`src/rtl/alu_seq.sv`:
```
// Handshaked ALU: single-cycle logic/arith/shift ops plus iterative unsigned MULU and DIVU.
// Latency: 1 cycle from accept for single-cycle ops and DIVU by zero, WIDTH+1 cycles for MULU/DIVU.
// Backpressure: in_ready only in IDLE; the result is held in DONE until out_valid & out_ready.
//
// Ports: clk, reset_n (async, active low); in_valid/in_ready with SrcA, SrcB, ALUControl;
//        out_valid/out_ready with ALUResult, ALUResultHi, Zero, Overflow, DivByZero.
module alu_seq #(
  parameter  int WIDTH = 32,
  localparam int SHW   = $clog2(WIDTH)
) (
  input  logic             clk,
  input  logic             reset_n,
  input  logic             in_valid,
  output logic             in_ready,
  input  logic [WIDTH-1:0] SrcA,
  input  logic [WIDTH-1:0] SrcB,
  input  logic [3:0]       ALUControl,
  output logic             out_valid,
  input  logic             out_ready,
  output logic [WIDTH-1:0] ALUResult,
  output logic [WIDTH-1:0] ALUResultHi,
  output logic             Zero,
  output logic             Overflow,
  output logic             DivByZero
);

  localparam logic [3:0] OP_AND  = 4'b0000;
  localparam logic [3:0] OP_OR   = 4'b0001;
  localparam logic [3:0] OP_ADD  = 4'b0010;
  localparam logic [3:0] OP_SLTU = 4'b0011;
  localparam logic [3:0] OP_NOR  = 4'b0100;
  localparam logic [3:0] OP_XOR  = 4'b0101;
  localparam logic [3:0] OP_SUB  = 4'b0110;
  localparam logic [3:0] OP_SLT  = 4'b0111;
  localparam logic [3:0] OP_SLL  = 4'b1000;
  localparam logic [3:0] OP_SRL  = 4'b1001;
  localparam logic [3:0] OP_SRA  = 4'b1010;
  localparam logic [3:0] OP_MULU = 4'b1100;
  localparam logic [3:0] OP_DIVU = 4'b1101;

  typedef enum logic [1:0] {S_IDLE, S_BUSY, S_DONE} state_t;

  state_t           r_state, w_next;
  logic [3:0]       r_op;
  logic [WIDTH-1:0] r_b;
  logic [WIDTH-1:0] r_lo;   // result low half; multiplier / dividend-quotient while BUSY
  logic [WIDTH-1:0] r_hi;   // result high half; partial product / remainder while BUSY
  logic [SHW-1:0]   r_cnt;
  logic             r_ovf;
  logic             r_dbz;

  logic [WIDTH-1:0] w_sum, w_diff, w_res;
  logic [SHW-1:0]   w_shamt;
  logic             w_ovf;
  logic             w_iter;
  logic [WIDTH:0]   w_mul_sum, w_div_rem, w_div_sub;
  logic             w_div_ge;

  assign w_sum   = SrcA + SrcB;
  assign w_diff  = SrcA - SrcB;
  assign w_shamt = SrcB[SHW-1:0];

  // Ops that need the iterative datapath; DIVU by zero is resolved immediately.
  assign w_iter = (ALUControl == OP_MULU) ||
                  ((ALUControl == OP_DIVU) && (SrcB != '0));

  always_comb begin
    w_res = '0;
    w_ovf = 1'b0;
    case (ALUControl)
      OP_AND:  w_res = SrcA & SrcB;
      OP_OR:   w_res = SrcA | SrcB;
      OP_NOR:  w_res = ~(SrcA | SrcB);
      OP_XOR:  w_res = SrcA ^ SrcB;
      OP_ADD: begin
        w_res = w_sum;
        w_ovf = (SrcA[WIDTH-1] == SrcB[WIDTH-1]) && (w_sum[WIDTH-1] != SrcA[WIDTH-1]);
      end
      OP_SUB: begin
        w_res = w_diff;
        w_ovf = (SrcA[WIDTH-1] != SrcB[WIDTH-1]) && (w_diff[WIDTH-1] != SrcA[WIDTH-1]);
      end
      OP_SLT:  w_res = {{(WIDTH-1){1'b0}}, ($signed(SrcA) < $signed(SrcB))};
      OP_SLTU: w_res = {{(WIDTH-1){1'b0}}, (SrcA < SrcB)};
      OP_SLL:  w_res = SrcA << w_shamt;
      OP_SRL:  w_res = SrcA >> w_shamt;
      OP_SRA:  w_res = $unsigned($signed(SrcA) >>> w_shamt);
      default: w_res = '0;
    endcase
  end

  // Shift-add multiply: add multiplicand when the multiplier LSB is set, then shift the
  // {carry, hi, lo} pair right; after WIDTH steps {hi, lo} holds the full product.
  assign w_mul_sum = {1'b0, r_hi} + (r_lo[0] ? {1'b0, r_b} : '0);

  // Restoring divide: shift the next dividend bit into the remainder, subtract if it fits.
  // The remainder stays below the divisor, so the shifted value fits in WIDTH+1 bits and
  // the subtraction MSB is a clean borrow flag.
  assign w_div_rem = {r_hi, r_lo[WIDTH-1]};
  assign w_div_sub = w_div_rem - {1'b0, r_b};
  assign w_div_ge  = ~w_div_sub[WIDTH];

  always_ff @(posedge clk or negedge reset_n) begin
    if (!reset_n) r_state <= S_IDLE;
    else          r_state <= w_next;
  end

  always_comb begin
    w_next = r_state;
    case (r_state)
      S_IDLE: if (in_valid) w_next = w_iter ? S_BUSY : S_DONE;
      S_BUSY: if (r_cnt == '0) w_next = S_DONE;
      S_DONE: if (out_ready) w_next = S_IDLE;
      default: w_next = S_IDLE;
    endcase
  end

  always_ff @(posedge clk or negedge reset_n) begin
    if (!reset_n) begin
      r_op  <= '0;
      r_b   <= '0;
      r_lo  <= '0;
      r_hi  <= '0;
      r_cnt <= '0;
      r_ovf <= 1'b0;
      r_dbz <= 1'b0;
    end else begin
      case (r_state)
        S_IDLE: if (in_valid) begin
          r_op  <= ALUControl;
          r_b   <= SrcB;
          r_cnt <= SHW'(WIDTH - 1);
          r_ovf <= 1'b0;
          r_dbz <= 1'b0;
          if (w_iter) begin
            r_lo <= SrcA;
            r_hi <= '0;
          end else if (ALUControl == OP_DIVU) begin
            r_lo  <= '1;
            r_hi  <= SrcA;
            r_dbz <= 1'b1;
          end else begin
            r_lo  <= w_res;
            r_hi  <= '0;
            r_ovf <= w_ovf;
          end
        end
        S_BUSY: begin
          if (r_op == OP_MULU) begin
            {r_hi, r_lo} <= {w_mul_sum, r_lo[WIDTH-1:1]};
          end else begin
            r_hi <= w_div_ge ? w_div_sub[WIDTH-1:0] : w_div_rem[WIDTH-1:0];
            r_lo <= {r_lo[WIDTH-2:0], w_div_ge};
          end
          if (r_cnt != '0) r_cnt <= r_cnt - 1'b1;
        end
        default: ;
      endcase
    end
  end

  assign in_ready    = (r_state == S_IDLE);
  assign out_valid   = (r_state == S_DONE);
  assign ALUResult   = r_lo;
  assign ALUResultHi = r_hi;
  assign Zero        = (r_lo == '0);
  assign Overflow    = r_ovf;
  assign DivByZero   = r_dbz;

endmodule

```
`config.mk`:
```
export PLATFORM = sky130hd
export DESIGN_NAME = alu_seq
export DESIGN_NICKNAME = d
export VERILOG_FILES = /design/src/rtl/alu_seq.sv
export SDC_FILE = /design/constraint.sdc
export NUM_CORES = 1
export LEC_CHECK = 0
export BUFFER_PORTS_ARGS = -buffer_cell sky130_fd_sc_hd__buf_2
export CAP_MARGIN = 10
export CELL_PAD_IN_SITES_DETAIL_PLACEMENT = 0
export CELL_PAD_IN_SITES_GLOBAL_PLACEMENT = 1
export CORE_MARGIN = 2
export CORE_UTILIZATION = 46
export CTS_CLUSTER_DIAMETER = 150
export CTS_CLUSTER_SIZE = 28
export DETAILED_ROUTE_END_ITERATION = 8
export GPL_ROUTABILITY_DRIVEN = 0
export PLACE_DENSITY_LB_ADDON = 0.12
export REMOVE_ABC_BUFFERS = 1
export SYNTH_ARGS = -nofsm -noshare
export SYNTH_HDL_FRONTEND = slang
export SYNTH_SLANG_ARGS = --single-unit
```
`constraint.sdc`:
```
create_clock -name clk -period 4.3 [get_ports clk]
set_input_delay 0.86 -clock clk [delete_from_list [all_inputs] [get_ports clk]]
set_output_delay 0.86 -clock clk [all_outputs]
set_load 0.1 [all_outputs]
```
==> run_results.csv, run 1 <==
group,metric,value,unit
run_status,status,"completed",
critical_path,path_cells,"and2_1 > ha_1 > inv_1 > fa_1 > nor2b_1 > o31a_1 > o211ai_1 > o32ai_1 > buf_4 > a31o_2 > nor2_1 > o31ai_1 > xnor2_1 > a222oi_1 > o21ai_0",
clock_network,cts_setup_buffers,0,
sta,fin_ws,0.2580,ns
sta,report.final.slew_viol_count,0,
hold_path,min_path_type,"flip-flop to flip-flop",
critical_path,worst_setup_path_end_kind,"flip-flop",
run,maxCapViolations,0,
yosys,netlist_instances,2362,
global_routing,track_usage,38.50,%
yosys,yosys_warnings,0,
critical_path,start_kind,"flip-flop",
sta,post-route-min-period,4.042,ns
global_routing,overflow,0,
yosys,yosys-mux-area-fraction,10.35,%
placed_design,io_buffer_count,140,
finish,area_delta_synth_final,11.55,%
sta,finalSetupViolCount,0,
floorplanning,rows,71,
critical_path,startpoint,"ALUResult[0]$_DFFE_PN0P_",
placed_design,dpl-instance-area,19110,um2
critical_path,crit_family,"compound AO/OA/AOI/OAI gates",
critical_path,required,4.56,ns
yosys,yosys.area_share.simple,19.20,%
floorplanning,coreArea,37490,um2
placed_design,dp_slack,0.05820,ns
clock_network,htree_num_levels,3,
global_routing,grt_pass1_vias,18260,
finish,n_antenna_cell,0,
clock_network,root_buffer,"clkbuf_16",
power,ir_worst_vdd,0.0005532,V
power,finalPower,0.01161,W
yosys,ys_seq_area_share,15.64,%
finish,fin_nets,2714,
yosys,yosys.cell_types.count,81,
sta,fin_crit_sh,94.00,%
critical_path,path_buf_inv,2,
hold_path,hold_start,"r_op[1]$_DFFE_PN0P_",
sta,max_freq,247.4,MHz
yosys,async_reset_ff_share,100.0,%
detailed_routing,via_per_inst,6.699,
clock_network,ctsHoldBuffers,0,
detailed_routing,vias,20020,
floorplanning,dieArea,39480,um2
clock_network,cts.clk_slew.worst_paths,0.08,ns
yosys,synth_fa_ha_area_share,12.37,%
finish,final_core_util,51.88,%
floorplanning,die_w,198.7,um
critical_path,reg2reg_from,"ALUResult[0]$_DFFE_PN0P_",
detailed_routing,dr.pass1.iters,6,
floorplanning,ioPinCount,141,
finish,drive_above_1_share,13.85,%
detailed_routing,drc,0,
global_routing,grt_max_degree,87,
placed_design,dp_hpwl,59330,um
global_routing,antenna_found_initial,0,
clock_network,cts_tree,"done",
clock_network,post_cts_resized,0,
yosys,synth_xor_area_share,4.011,%
detailed_routing,wirelength,77090,um
finish,final_area,19450,um2
critical_path,slowest_stage,"dfrtp_1",
yosys,synth_compound_area_share,31.55,%
yosys,ys_seq_elements,109,
sta,hold_viol,0,
critical_path,crit_type,"flip-flop to flip-flop",
clock_network,cts_inserted_buffers,9,
clock_network,clock_latency,0.39,ns
floorplanning,start_util,46.51,%
sta,grt_setup_unrepaired,"false",
yosys,syn_area,17440,um2
yosys,ys.flop_type,"dfrtp_1",
clock_network,clock_sinks,109,
placed_design,place_inst,2970,
sta,tightest_slew,0.9716,ns
critical_path,arrival,4.30,ns
floorplanning,die_y,198.7,um
yosys,synth_top_family_by_area,"compound AO/OA/AOI/OAI gates",
detailed_routing,drt_iter0_markers,2810,
sta,slew_headroom,35.16,%
clock_network,ctsLongestPathBuffers,2,
sta,fin_worst_skew,0.01125,ns
critical_path,cp_slowest_stage_delay,0.66,ns
detailed_routing,postRouteAntennaNets,0,
global_routing,grt_pass1_wl,114000,um
yosys,synth_edf_count,0,
critical_path,crit_fanout,9,
yosys,syn_area_per_cell,7.382,um2
detailed_routing,wl_per_cell,25.80,um
finish,finalNonFillerCells,2988,
power,powerDensity,596.9,nW/um2
power,cellLeakagePower,8.830,nW
finish,fillers,3781,
## per-stage QoR
step / hold slack (ns) / setup TNS, ns
floorplan: 0.4464 / -34.52
global placement: 0.4629 / 0
detailed placement: 0.4635 / 0
CTS: 0.4823 / 0
global route: 0.5189 / 0
finish: 0.4754 / 0
## registers in the layout (all words and copies together), names as in the netlist
register / flops
ALUResultHi: 32
r_state: 2
ALUResult: 32
Overflow: 1
DivByZero: 1
r_op: 4
r_cnt: 5
r_b: 32
## routing by layer
| layer | wire [um] | GRT usage [%] | vias up |
|---|---|---|---|
| met2 | 32370 | 57.46 | 1233 |
| met5 | 0 | 0 | - |
| met4 | 4775 | 20.18 | 0 |
| met3 | 7951 | 6.935 | 258 |
| li1 | - | - | 8993 |
| met1 | 31990 | 52.84 | 9532 |
## synth_stat cells (all sizes together) (18+ instances only)
cell type | number | area [um2]
nand2b | 26 | 162.7
mux2i | 88 | 880.8
ha | 166 | 2077
a221oi | 33 | 289.0
o21a | 18 | 135.1
a31oi | 22 | 137.6
o211ai | 25 | 187.7
a22oi | 19 | 142.6
o31ai | 30 | 225.2
nand2 | 254 | 953.4
and2 | 40 | 250.2
a211oi | 28 | 210.2
o21ai | 209 | 1046
a21oi | 210 | 1051
inv | 150 | 563.0
clkbuf | 128 | 480.5
buf | 28 | 142.6
nor3 | 70 | 355.3
nor2 | 181 | 679.4
a221o | 26 | 260.3
o21bai | 20 | 150.1
dfrtp | 109 | 2728
mux4 | 37 | 833.3
nor2b | 22 | 137.6
xnor2 | 61 | 541.8
xor2 | 18 | 157.7
a21o | 48 | 360.4
nand3 | 46 | 230.2
nor4 | 31 | 200.2
## worst reg2reg max path: cells and delay by family, from the launching register on
kind	cells	cell delay, ns
AO/OA/AOI/OAI	7	1.78
flip-flops	1	0.66
adder cells (fa/ha/maj)	2	0.57
AND/OR/NAND/NOR	3	0.53
buffers and inverters	2	0.25
XOR/XNOR	1	0.10
## worst paths after layout
check | end | slack [ns] | depth (start not counted)
max | ALUResultHi[25]$_DFFE_PN0P_ | 0.26 | 15
min | r_op[1]$_DFFE_PN0P_ | 0.48 | 2
max reg2reg | ALUResultHi[25]$_DFFE_PN0P_ | 0.26 | 15
min reg2reg | r_op[1]$_DFFE_PN0P_ | 0.48 | 2
max in group asynchronous | r_op[0]$_DFFE_PN0P_ | 2.89 | 2
min in group asynchronous | r_b[8]$_DFFE_PN0P_ | 0.54 | 1
## report_power, final
| part | total, W | switching [W] | internal (W) |
|---|---|---|---|
| Combinational | 0.00860 | 0.00583 | 0.00276 |
| Clock | 0.000989 | 0.000448 | 0.000542 |
| Sequential | 0.00202 | 0.000573 | 0.00145 |
## layout by cell type, fill, tap and decap left out, types with 30 or more instances in the layout
| cell | synthesis | final |
|---|---|---|
| nand2_1 | 254 | 254 |
| a21oi_1 | 210 | 210 |
| o21ai_0 | 207 | 207 |
| nor2_1 | 181 | 180 |
| ha_1 | 166 | 166 |
| inv_1 | 148 | 148 |
| buf_2 | 9 | 138 |
| buf_4 | 1 | 113 |
| dfrtp_1 | 109 | 109 |
| mux2i_1 | 88 | 88 |
| nor3_1 | 69 | 68 |
| xnor2_1 | 60 | 60 |
| a21o_1 | 48 | 48 |
| nand3_1 | 46 | 45 |
| and2_1 | 40 | 39 |
| mux4_2 | 37 | 37 |
| a221oi_1 | 33 | 33 |
| o31ai_1 | 30 | 30 |
## cell type report
type	count	area [um2]	area share (%)
clock buffer	12	256.5	1.319
sequential	109	2728	14.02
multi-input combinational	1944	13560	69.73
timing repair buffer	255	1619	8.324
inverter	153	574.3	2.953
tap	511	639.4	3.287
clock inverter	4	70.07	0.3602
## cells by family (layout without fill, tap and decap cells)
| family | count (synthesis) | in the layout |
|---|---|---|
| AND/OR/NAND/NOR | 726 | 726 |
| XOR/XNOR | 79 | 79 |
| flip-flops | 109 | 109 |
| AO/OA/AOI/OAI | 836 | 836 |
| adder cells (fa/ha/maj) | 170 | 170 |
| buffers and inverters | 309 | 424 |
| multiplexers | 133 | 133 |
(Power assumes the default switching activity.)
==> run 2, diff against run 1 <==
--- a/config.mk
+++ b/config.mk
@@ -9,7 +9,7 @@
 export CAP_MARGIN = 10
 export CELL_PAD_IN_SITES_DETAIL_PLACEMENT = 0
 export CELL_PAD_IN_SITES_GLOBAL_PLACEMENT = 1
-export CORE_MARGIN = 2
+export CORE_MARGIN = 8
 export CORE_UTILIZATION = 46
 export CTS_CLUSTER_DIAMETER = 150
 export CTS_CLUSTER_SIZE = 28
==> run_results.csv, run 2 (synthesis results as in run 1) <==
group,metric,value,unit
run_status,status,"completed",
critical_path,r2r_cells,14,
global_routing,grt_max_degree,87,
detailed_routing,wl_met1,31780,um
hold_path,hold_start,"r_op[1]$_DFFE_PN0P_",
power,ir_worst_vdd,0.0006356,V
detailed_routing,wirelength,78230,um
detailed_routing,drc,0,
finish,final_area,19530,um2
detailed_routing,vias,20150,
critical_path,reg2reg_from,"ALUResult[0]$_DFFE_PN0P_",
critical_path,crit_fanout,6,
detailed_routing,via_per_inst,6.724,
floorplanning,dieArea,44390,um2
power,internal_power,0.004752,W
detailed_routing,highest_layer,"met5",
power,seqPwrFrac,17.4,%
placed_design,place_inst,2978,
critical_path,crit_type,"flip-flop to flip-flop",
floorplanning,start_util,46.51,%
sta,report.final.slew_viol_count,0,
power,p_switching,0.006908,W
power,p_comb_share,73.8,%
detailed_routing,wl_per_cell,26.11,um
floorplanning,die_y,210.7,um
sta,slew_headroom,29.97,%
global_routing,antenna_found_initial,3,
clock_network,ctsHoldBuffers,0,
clock_network,clock_latency,0.40,ns
hold_path,min_path_type,"flip-flop to flip-flop",
detailed_routing,dr.pass1.iters,6,
clock_network,ctsLongestPathBuffers,2,
power,clockPowerShare,8.7,%
placed_design,dpl-instance-area,19180,um2
sta,hold_viol,0,
sta,grt_setup_unrepaired,"false",
sta,tns,0,ns
power,powerDensity,597.2,nW/um2
placed_design,io_buffer_count,140,
finish,final_core_util,52.08,%
critical_path,path_cells,"and2_1 > ha_1 > inv_1 > fa_1 > nor2b_1 > o31a_1 > o211ai_1 > o32ai_1 > a31o_2 > nor2_1 > o31ai_1 > xnor2_1 > a222oi_1 > o21ai_0",
detailed_routing,drt_iter0_markers,2707,
floorplanning,ioPinCount,141,
clock_network,clock_sinks,109,
detailed_routing,postRouteAntennaNets,0,
finish,layout_common_cells,"254 x nand2_1, 210 x a21oi_1, 207 x o21ai_0, 180 x nor2_1, 166 x ha_1",
critical_path,startpoint,"ALUResult[0]$_DFFE_PN0P_",
critical_path,required,4.55,ns
clock_network,post_cts_resized,0,
run,maxCapViolations,0,
floorplanning,rows,71,
sta,fin_crit_sh,96.85,%
critical_path,slowest_stage,"dfrtp_1",
hold_path,whs_endpoint,"r_op[1]$_DFFE_PN0P_",
placed_design,dp_hpwl,59940,um
sta,finalSetupViolCount,0,
critical_path,arrival,4.41,ns
sta,fin_ws,0.1356,ns
sta,post-route-min-period,4.164,ns
global_routing,track_usage,33.84,%
sta,max_freq,240.1,MHz
finish,finalNonFillerCells,2996,
finish,drive_above_1_share,14.14,%
critical_path,worst_setup_path_end_kind,"flip-flop",
hold_path,min_delay_path_depth,2,
clock_network,htree_num_levels,3,
floorplanning,die_w,210.7,um
clock_network,cts_setup_buffers,0,
clock_network,cts.clk_slew.worst_paths,0.09,ns
power,cellLeakagePower,8.865,nW
detailed_routing,wl_met2,33080,um
power,p_sw_share,59.25,%
critical_path,r2r_slack,0.14,ns
critical_path,cp_slowest_stage_delay,0.53,ns
clock_network,cts_inserted_buffers,9,
finish,fin_nets,2720,
sta,fin_worst_skew,0.01622,ns
floorplanning,coreArea,37490,um2
finish,layout_commonest_cell,"nand2_1",
sta,tightest_slew,1.024,ns
critical_path,start_kind,"flip-flop",
clock_network,root_buffer,"clkbuf_16",
detailed_routing,met3WireLength,8674,um
global_routing,overflow,0,
placed_design,dp_slack,0.01197,ns
critical_path,r2r-end,"ALUResultHi[25]$_DFFE_PN0P_",
global_routing,grt_pass1_vias,18750,
global_routing,grt_pass1_wl,116300,um
clock_network,cts_tree,"done",
finish,area_delta_synth_final,11.98,%
## run 2: metal layers
| layer | track usage (%) | up-vias |
|---|---|---|
| li1 | - | 8997 |
| met1 | 44.92 | 9561 |
| met2 | 51.12 | 1344 |
| met3 | 7.611 | 240 |
| met4 | 17.06 | 4 |
| met5 | 0 | - |
## run 2: worst max-delay path: cells and delay by family (launching register included)
| kind | cells | cell delay, ns |
|---|---|---|
| buffers and inverters | 1 | 0.07 |
| adder cells (fa/ha/maj) | 2 | 0.59 |
| XOR/XNOR | 1 | 0.11 |
| AND/OR/NAND/NOR | 3 | 0.48 |
| flip-flops | 1 | 0.53 |
| AO/OA/AOI/OAI | 7 | 2.22 |
## run 2: area by class of cell
cell class                 count  area (um2)
multi-input combinational   1944       13570
inverter                     153       574.3
clock inverter                 5       81.33
sequential                   109        2728
timing repair buffer         261        1677
clock buffer                  11       252.7
tap                          511       639.4
antenna                        2       5.005
fill                        3855       17960
## run 2: worst max path at each step
stage	endpoint	cells after the start	slack [ns]
floorplan	ALUResult[27]$_DFFE_PN0P_	7	-0.87
global placement	ALUResult[24]$_DFFE_PN0P_	16	0.02
finish	ALUResultHi[25]$_DFFE_PN0P_	14	0.14
CTS	ALUResultHi[18]$_DFFE_PN0P_	14	0.23
detailed placement	ALUResult[24]$_DFFE_PN0P_	16	0.01
global route	ALUResultHi[4]$_DFFE_PN0P_	14	0.04
## run 2: metrics by stage
step / hold WS (ns) / power, W
after floorplan: 0.4464 / 0.008152
after global placement: 0.4635 / 0.01039
after detailed placement: 0.4696 / 0.01047
after CTS: 0.4912 / 0.01153
after global routing: 0.5265 / 0.01235
final: 0.4879 / 0.01166
## run 2: power groups by stage
| stage | clock network, W | registers, W | logic (W) |
|---|---|---|---|
| floorplan | 0 | 0.00367 | 0.00448 |
| global placement | 0 | 0.00202 | 0.00837 |
| detailed placement | 0 | 0.00203 | 0.00845 |
| CTS | 0.00103 | 0.00201 | 0.00849 |
| global route | 0.00106 | 0.00208 | 0.00922 |
| finish | 0.00102 | 0.00203 | 0.00861 |
